## src/rtl/counter_modn_cascade_if.sv

```systemverilog
// Bus interface for counter_modn_cascade: control, load data and count/status outputs.
// The driver of the controls uses master; the counter core uses slave.
interface counter_modn_cascade_if #(
    parameter int unsigned NUM_DIGITS = 2,
    parameter int unsigned DW         = 4
);
    logic                       loadn;
    logic                       en;
    logic                       up;
    logic [NUM_DIGITS*DW-1:0]   CNT_in;
    logic [NUM_DIGITS*DW-1:0]   CNT;
    logic                       tc;
    logic                       zero;

    modport master (
        output loadn, en, up, CNT_in,
        input  CNT, tc, zero
    );

    modport slave (
        input  loadn, en, up, CNT_in,
        output CNT, tc, zero
    );
endinterface

```

## src/rtl/counter_modn_cascade.sv

```systemverilog
// Multi-digit cascaded modulo-MODULUS up/down counter with clamped parallel load
// and optional saturation at the terminal value.
module counter_modn_cascade #(
    parameter int unsigned MODULUS    = 10,
    parameter int unsigned NUM_DIGITS = 2,
    parameter bit          SATURATE   = 1'b0
) (
    input  logic                   clk,
    input  logic                   clr,
    counter_modn_cascade_if.slave  bus
);
    localparam int unsigned   DW   = (MODULUS > 1) ? $clog2(MODULUS) : 1;
    localparam logic [DW-1:0] MAXV = DW'(MODULUS - 1);

    typedef logic [NUM_DIGITS-1:0][DW-1:0] digits_t;

    digits_t             r_dig;
    digits_t             w_load;
    digits_t             w_step;
    logic [NUM_DIGITS:0] w_lo_max;
    logic [NUM_DIGITS:0] w_lo_zero;
    logic                w_term;
    logic                w_hold;

    always_comb begin : load_clamp
        w_load = '0;
        for (int unsigned i = 0; i < NUM_DIGITS; i++) begin
            if (32'(bus.CNT_in[i*DW +: DW]) >= MODULUS)
                w_load[i] = MAXV;
            else
                w_load[i] = bus.CNT_in[i*DW +: DW];
        end
    end

    // Bit i: every digit below i sits at its carry (max) / borrow (zero) value.
    // Bit NUM_DIGITS therefore flags the whole chain at that value.
    always_comb begin : carry_chain
        logic w_am;
        logic w_az;
        w_lo_max  = '0;
        w_lo_zero = '0;
        w_am      = 1'b1;
        w_az      = 1'b1;
        for (int unsigned i = 0; i <= NUM_DIGITS; i++) begin
            w_lo_max[i]  = w_am;
            w_lo_zero[i] = w_az;
            if (i < NUM_DIGITS) begin
                w_am = w_am & (r_dig[i] == MAXV);
                w_az = w_az & (r_dig[i] == '0);
            end
        end
    end

    always_comb begin : next_count
        w_step = r_dig;
        for (int unsigned i = 0; i < NUM_DIGITS; i++) begin
            if (bus.up) begin
                if (w_lo_max[i])
                    w_step[i] = (r_dig[i] == MAXV) ? '0 : r_dig[i] + DW'(1);
            end else begin
                if (w_lo_zero[i])
                    w_step[i] = (r_dig[i] == '0) ? MAXV : r_dig[i] - DW'(1);
            end
        end
    end

    assign w_term = bus.up ? w_lo_max[NUM_DIGITS] : w_lo_zero[NUM_DIGITS];
    assign w_hold = SATURATE & w_term;

    always_ff @(posedge clk or posedge clr) begin
        if (clr)
            r_dig <= '0;
        else if (!bus.loadn)
            r_dig <= w_load;
        else if (bus.en && !w_hold)
            r_dig <= w_step;
    end

    assign bus.CNT  = r_dig;
    assign bus.tc   = bus.en & w_term;
    assign bus.zero = w_lo_zero[NUM_DIGITS];
endmodule

```

## src/flat_wrapper.sv

```systemverilog
// flat-port wrapper written by rule: the top's interface ports become plain ports
module counter_modn_cascade_flat 
#(
    parameter int unsigned MODULUS    = 10,
    parameter int unsigned NUM_DIGITS = 2,
    parameter bit          SATURATE   = 1'b0
)
  (clk, clr, bus_loadn, bus_en, bus_up, bus_CNT_in, bus_CNT, bus_tc, bus_zero);
  counter_modn_cascade_if #(.NUM_DIGITS(NUM_DIGITS), .DW(4)) bus_i ();
  input  logic clk;
  input  logic clr;
  input wire logic [$bits(bus_i.loadn)-1:0] bus_loadn;
  input wire logic [$bits(bus_i.en)-1:0] bus_en;
  input wire logic [$bits(bus_i.up)-1:0] bus_up;
  input wire logic [$bits(bus_i.CNT_in)-1:0] bus_CNT_in;
  output wire logic [$bits(bus_i.CNT)-1:0] bus_CNT;
  output wire logic [$bits(bus_i.tc)-1:0] bus_tc;
  output wire logic [$bits(bus_i.zero)-1:0] bus_zero;
  assign bus_i.loadn = bus_loadn;
  assign bus_i.en = bus_en;
  assign bus_i.up = bus_up;
  assign bus_i.CNT_in = bus_CNT_in;
  assign bus_CNT = bus_i.CNT;
  assign bus_tc = bus_i.tc;
  assign bus_zero = bus_i.zero;
  counter_modn_cascade #(.MODULUS(MODULUS), .NUM_DIGITS(NUM_DIGITS), .SATURATE(SATURATE)) u_core (.clk(clk), .clr(clr), .bus(bus_i));
endmodule
```

## config.mk

```make
export PLATFORM = sky130hd
export DESIGN_NAME = counter_modn_cascade_flat
export DESIGN_NICKNAME = d
export VERILOG_FILES = /design/src/rtl/counter_modn_cascade_if.sv /design/src/rtl/counter_modn_cascade.sv /design/src/flat_wrapper.sv
export SDC_FILE = /design/constraint.sdc
export NUM_CORES = 1
export LEC_CHECK = 0
export CAP_MARGIN = 0
export CORE_UTILIZATION = 32
export CTS_BUF_LIST = sky130_fd_sc_hd__clkbuf_4 sky130_fd_sc_hd__clkbuf_8
export DETAILED_ROUTE_END_ITERATION = 7
export PLACE_DENSITY = 0.57
export SLEW_MARGIN = 5
export SYNTH_ARGS = -nofsm -noshare
export SYNTH_HDL_FRONTEND = slang
export SYNTH_SLANG_ARGS = --single-unit
export TNS_END_PERCENT = 1
```

## constraint.sdc

```tcl
create_clock -name clk -period 4.2 [get_ports clk]
set_input_delay 0.84 -clock clk [delete_from_list [all_inputs] [get_ports clk]]
set_output_delay 0.84 -clock clk [all_outputs]
set_load 0.03 [all_outputs]
```

; Word level (Yosys, flattened, before mapping)
; Index checks and enable logic that the tools add are counted.
[classes]
n_mux = 13
n_addsub = 4
magnitude_cmp = 2
n_eq_ne = 5
n_bitwise = 3
reduce_logical = 3
[ops]
columns = op, count
row1 = 4-bit 2-to-1 mux, 10
row2 = 8-bit 2-to-1 mux, 2
row3 = 4-bit by 1-bit adder with 4-bit output (second input constant), 2
row4 = 4-bit equality test (second input constant), 2
row5 = 4-bit greater-or-equal comparator (second input constant), 2
row6 = 4-bit logical NOT, 2
row7 = 4-bit by 1-bit subtractor with 4-bit output (second input constant), 2
row8 = 1-bit bitwise AND, 3
row9 = 3-bit by 1-bit != test with 1-bit output (second input constant), 1
row10 = 3-bit by 2-bit != test with 1-bit output (second input constant), 1
row11 = 3-bit AND reduction, 1
row12 = 2-bit by 1-bit != test with 1-bit output (second input constant), 1
row13 = 1-bit 2-to-1 mux, 1
[word_totals]
elab_cells = 32
input_bits = 13
regBits = 8

; Depth between registers and ports, before layout
[depth]
word_depth = 6
ltp_mapped = 7

; Worst setup path before layout
; OpenSTA, ideal clock, no wires.
[synth_timing]
path_type = input port to output port
startpoint = in bus_up
endpoint = out bus_tc
cell_stages = 5
arrival_ps = 1754
required_time_ps = 3360
slack_ps = 1606
path_cell_list = buf_6 -> buf_2 -> nand3b_1 -> nor4_1 -> o21a_1
[synth_between]
elab_chain_cells = 2
[synth_rtl]
columns = element, line_no
row1 = from (decl), flat_wrapper.sv:14  ; input wire logic [$bits(bus_i.up)-1:0] bus_up;
row2 = 1-bit 2-to-1 mux, counter_modn_cascade.sv:67  ; assign w_term = bus.up ? w_lo_max[NUM_DIGITS] : w_lo_zero[NUM_DIGITS];
row3 = 1-bit bitwise AND, counter_modn_cascade.sv:80  ; assign bus.tc = bus.en & w_term;
row4 = to (decl), flat_wrapper.sv:17  ; output wire logic [$bits(bus_i.tc)-1:0] bus_tc;
; No other way between the ends.

; Final worst setup path
; Ends and elaborated chain as after synthesis.

==> results.py <==
metrics = {
    "die": {
        "floorplan_die_area_mm2": 0.00277,
        "rows": 17,
        "core_region_area_mm2": 0.00232,
        "initial_utilization_pct": 35.3,
        "num_io_pins": 23,
        "dieHeight_um": 52.6,
        "die_x_um": 52.6,
    },
    "timing": {
        "fin_skew_ns": 0.00175,
        "period_needed_ns": 3.55,
        "setup_viol": 0,
        "grt_setup_unrepaired": "false",
        "fin_hold_ws_ns": 0.700,
        "slew_viol_final": 0,
        "timing.final.hold_violations": 0,
        "timing.fmax_mhz": 282,
        "timing_worst_slew_pin_value_ns": 0.701,
        "relative_slew_slack_pct": 53.1,
        "post_route_setup_tns_ns": 0,
        "least_setup_slack_across_all_paths_after_layout_ns": 0.650,
        "layout_worst_path_cycle_share_pct": 84.5,
    },
    "synth": {
        "synth_top_area_share_pct": 24.4,
        "synthCells": 107,
        "ys_seq_elements": 8,
        "postSynth.topFlopCell": "dfrtp_1",
        "synth_area_um2": 820,
        "avgSynthCellArea_um2": 7.66,
        "synth_sequential_area_ratio_pct": 24.4,
        "synthDominantAreaCellType": "dfrtp_1",
        "syn-num-nets": 120,
        "yosysWarningCount": 0,
        "async_reset_ff_share_pct": 100,
        "number_of_enable_flip_flop_cells_after_synthesis": 0,
        "ys_top_cells_by_area": "dfrtp_1, o21ai_0, nor2_1, nand2_1, buf_6",
        "post_synth_num_cell_types": 41,
    },
    "power_and_ir_drop": {
        "p_per_area_mw_per_mm2": 289,
        "p_total_w": 0.000296,
        "cellLeakagePower_nw": 0.387,
        "worst_ir_drop_vdd_mv": 0.170,
    },
    "setup_path": {
        "crit_path_end_kind": "output pin",
        "worst_path_largest_cell_delay_ns": 0.66,
        "cpMostUsedCell": "clkdlybuf4s50_1",
        "critPathLaunchType": "primary input",
        "slowest_cell_on_crit_path": "clkdlybuf4s50_1",
        "crit_path_cell_trace": "clkdlybuf4s50_1 -> buf_4 -> nand3b_1 -> nor4_1 -> o21a_1 -> clkdlybuf4s50_1",
        "critical_path.max_fanout": 19,
        "cp_data_arrival_time_ns": 2.71,
        "crit_type": "in2out",
        "cp.required_ns": 3.36,
    },
    "final_layout": {
        "antenna_fix_cells": 0,
        "finalNetCount": 136,
        "max_reg_flops": 8,
        "post-route-cell-area_mm2": 0.00103,
        "syn_to_final_growth_pct": 25.2,
        "drive_above_1_share_pct": 7.44,
    },
    "drt": {
        "routed_wire_length_per_instance_um": 12.2,
        "drt-vias-per-instance": 5.42,
        "drt_drc_violations_left": 0,
        "routed.top_layer": "met4",
        "route.final.wire_length_mm": 1.82,
        "final_antenna_net_count": 0,
        "routedLengthMet1_um": 912,
        "detailed_route_via_count": 807,
        "firstDrtPassIters": 4,
        "length_of_routed_met2_wiring_um": 800,
        "detail_route.iter0.violations": 23,
        "routed-wl-met3_um": 99,
    },
    "global_routing": {
        "antenna_found_initial": 0,
        "largest_net_degree_at_the_start_of_global_routing": 21,
        "grt_pass1_wl_mm": 3.15,
        "gr-total-overflow": 0,
        "track_usage_pct": 15.1,
        "vias_in_the_first_global_route": 706,
    },
    "clock_network": {
        "post_cts.resized_instances": 0,
        "cts-root-buf": "clkbuf_4",
        "clock_latency_ns": 0.24,
        "maximum_level_of_the_cts_h_tree": 1,
        "clk_path_buf_depth": 2,
        "cts_tree": "done",
        "cts_buffers": 3,
        "holdBufCountCts": 0,
        "cts_setup_buffers": 0,
        "clk_pin_slew_ns": 0.05,
        "clkSinkCount": 8,
    },
    "placed_design": {
        "io_buffer_count": 22,
        "pre_cts_slack_ns": 0.639,
        "sum_of_net_half_perimeters_after_detailed_placement_mm": 1.30,
        "gpl.final_weighted_congestion": 0.749,
        "placed_cell_area_mm2": 0.00100,
    },
    "run": {
        "max_capacitance_violation_total": 0,
    },
    "status": {
        "outcome": "complete, no violations",
    },
    "hold_path": {
        "worstHoldPathType": "reg2reg",
    },
}
cells by family after synthesis:
kind of cell / Yosys count / synth area share [%]
AND/OR/NAND/NOR: 41 / 26.6
AO/OA/AOI/OAI: 35 / 31.3
buffers and inverters: 18 / 12.4
flip-flops: 8 / 24.4
XOR/XNOR: 5 / 5.34
layout make-up:
class,instances,area [um2]
Clock buffer,3,22.5
Fill cell,250,1290
Inverter,6,22.5
Multi-Input combinational cell,81,518
Sequential cell,8,200
Tap cell,28,35.0
Timing Repair Buffer,23,228
stage by stage:
stage	utilization [%]	std cells
6_report	44.3	149
5_1_grt	44.3	149
3_5_place_dp	43.3	146
4_1_cts	44.3	149
2_1_floorplan	-	107
3_3_place_gp	43.3	146
power breakdown:
group          switching, W  internal [W]  leakage (nW)
logic             0.0000647     0.0000606         0.276
registers         0.0000290     0.0000867        0.0972
clock network     0.0000227     0.0000325        0.0138
total              0.000116      0.000180         0.387
layer usage:
layer	global-route usage (%)	vias to the layer above
met2	22.6	26
met5	0	-
li1	-	416
met1	22.0	363
met4	5.26	0
met3	1.74	2
cell usage after synthesis, types with 2 or more instances:
master    instances
nor4_1            2
nor3_1            4
a21oi_1           5
inv_1             6
buf_6             3
xnor2_1           2
o21ai_1           2
o21a_1            2
o22ai_1           2
nand2_1           9
o21ai_0           8
nand3b_1          2
and3_1            2
xor2_1            3
clkbuf_1          2
nor2_1           10
o221ai_1          2
buf_2             6
dfrtp_1           8
a22oi_1           3
nand2b_1          4
cells in the final DEF (no fill, tap or decap), types with 2 or more instances in the layout:
| master | instances |
|---|---|
| a21oi_1 | 5 |
| a22oi_1 | 3 |
| and3_1 | 2 |
| clkbuf_4 | 3 |
| clkdlybuf4s50_1 | 22 |
| dfrtp_1 | 8 |
| inv_1 | 6 |
| nand2_1 | 9 |
| nand2b_1 | 4 |
| nand3b_1 | 2 |
| nor2_1 | 10 |
| nor3_1 | 4 |
| nor4_1 | 2 |
| o21a_1 | 2 |
| o21ai_0 | 8 |
| o21ai_1 | 2 |
| o221ai_1 | 2 |
| o22ai_1 | 2 |
| xnor2_1 | 2 |
| xor2_1 | 3 |
final timing paths:
kind,to,slack [ns],startpoint,cells past startpoint
max,bus_tc,0.65,bus_up,6
min,u_core.bus.CNT[2],0.70,u_core.bus.CNT[2],2
max reg2reg,u_core.bus.CNT[7],2.66,u_core.bus.CNT[0],5
min reg2reg,u_core.bus.CNT[2],0.70,u_core.bus.CNT[2],2
max in group asynchronous,u_core.bus.CNT[2],3.13,clr,2
min in group asynchronous,u_core.bus.CNT[4],0.84,clr,2
critical path, delay by kind of cell:
family / cells / cell delay, ns
AO/OA/AOI/OAI: 1 / 0.15
buffers and inverters: 3 / 1.33
AND/OR/NAND/NOR: 2 / 0.38
(Power assumes the default switching activity.)
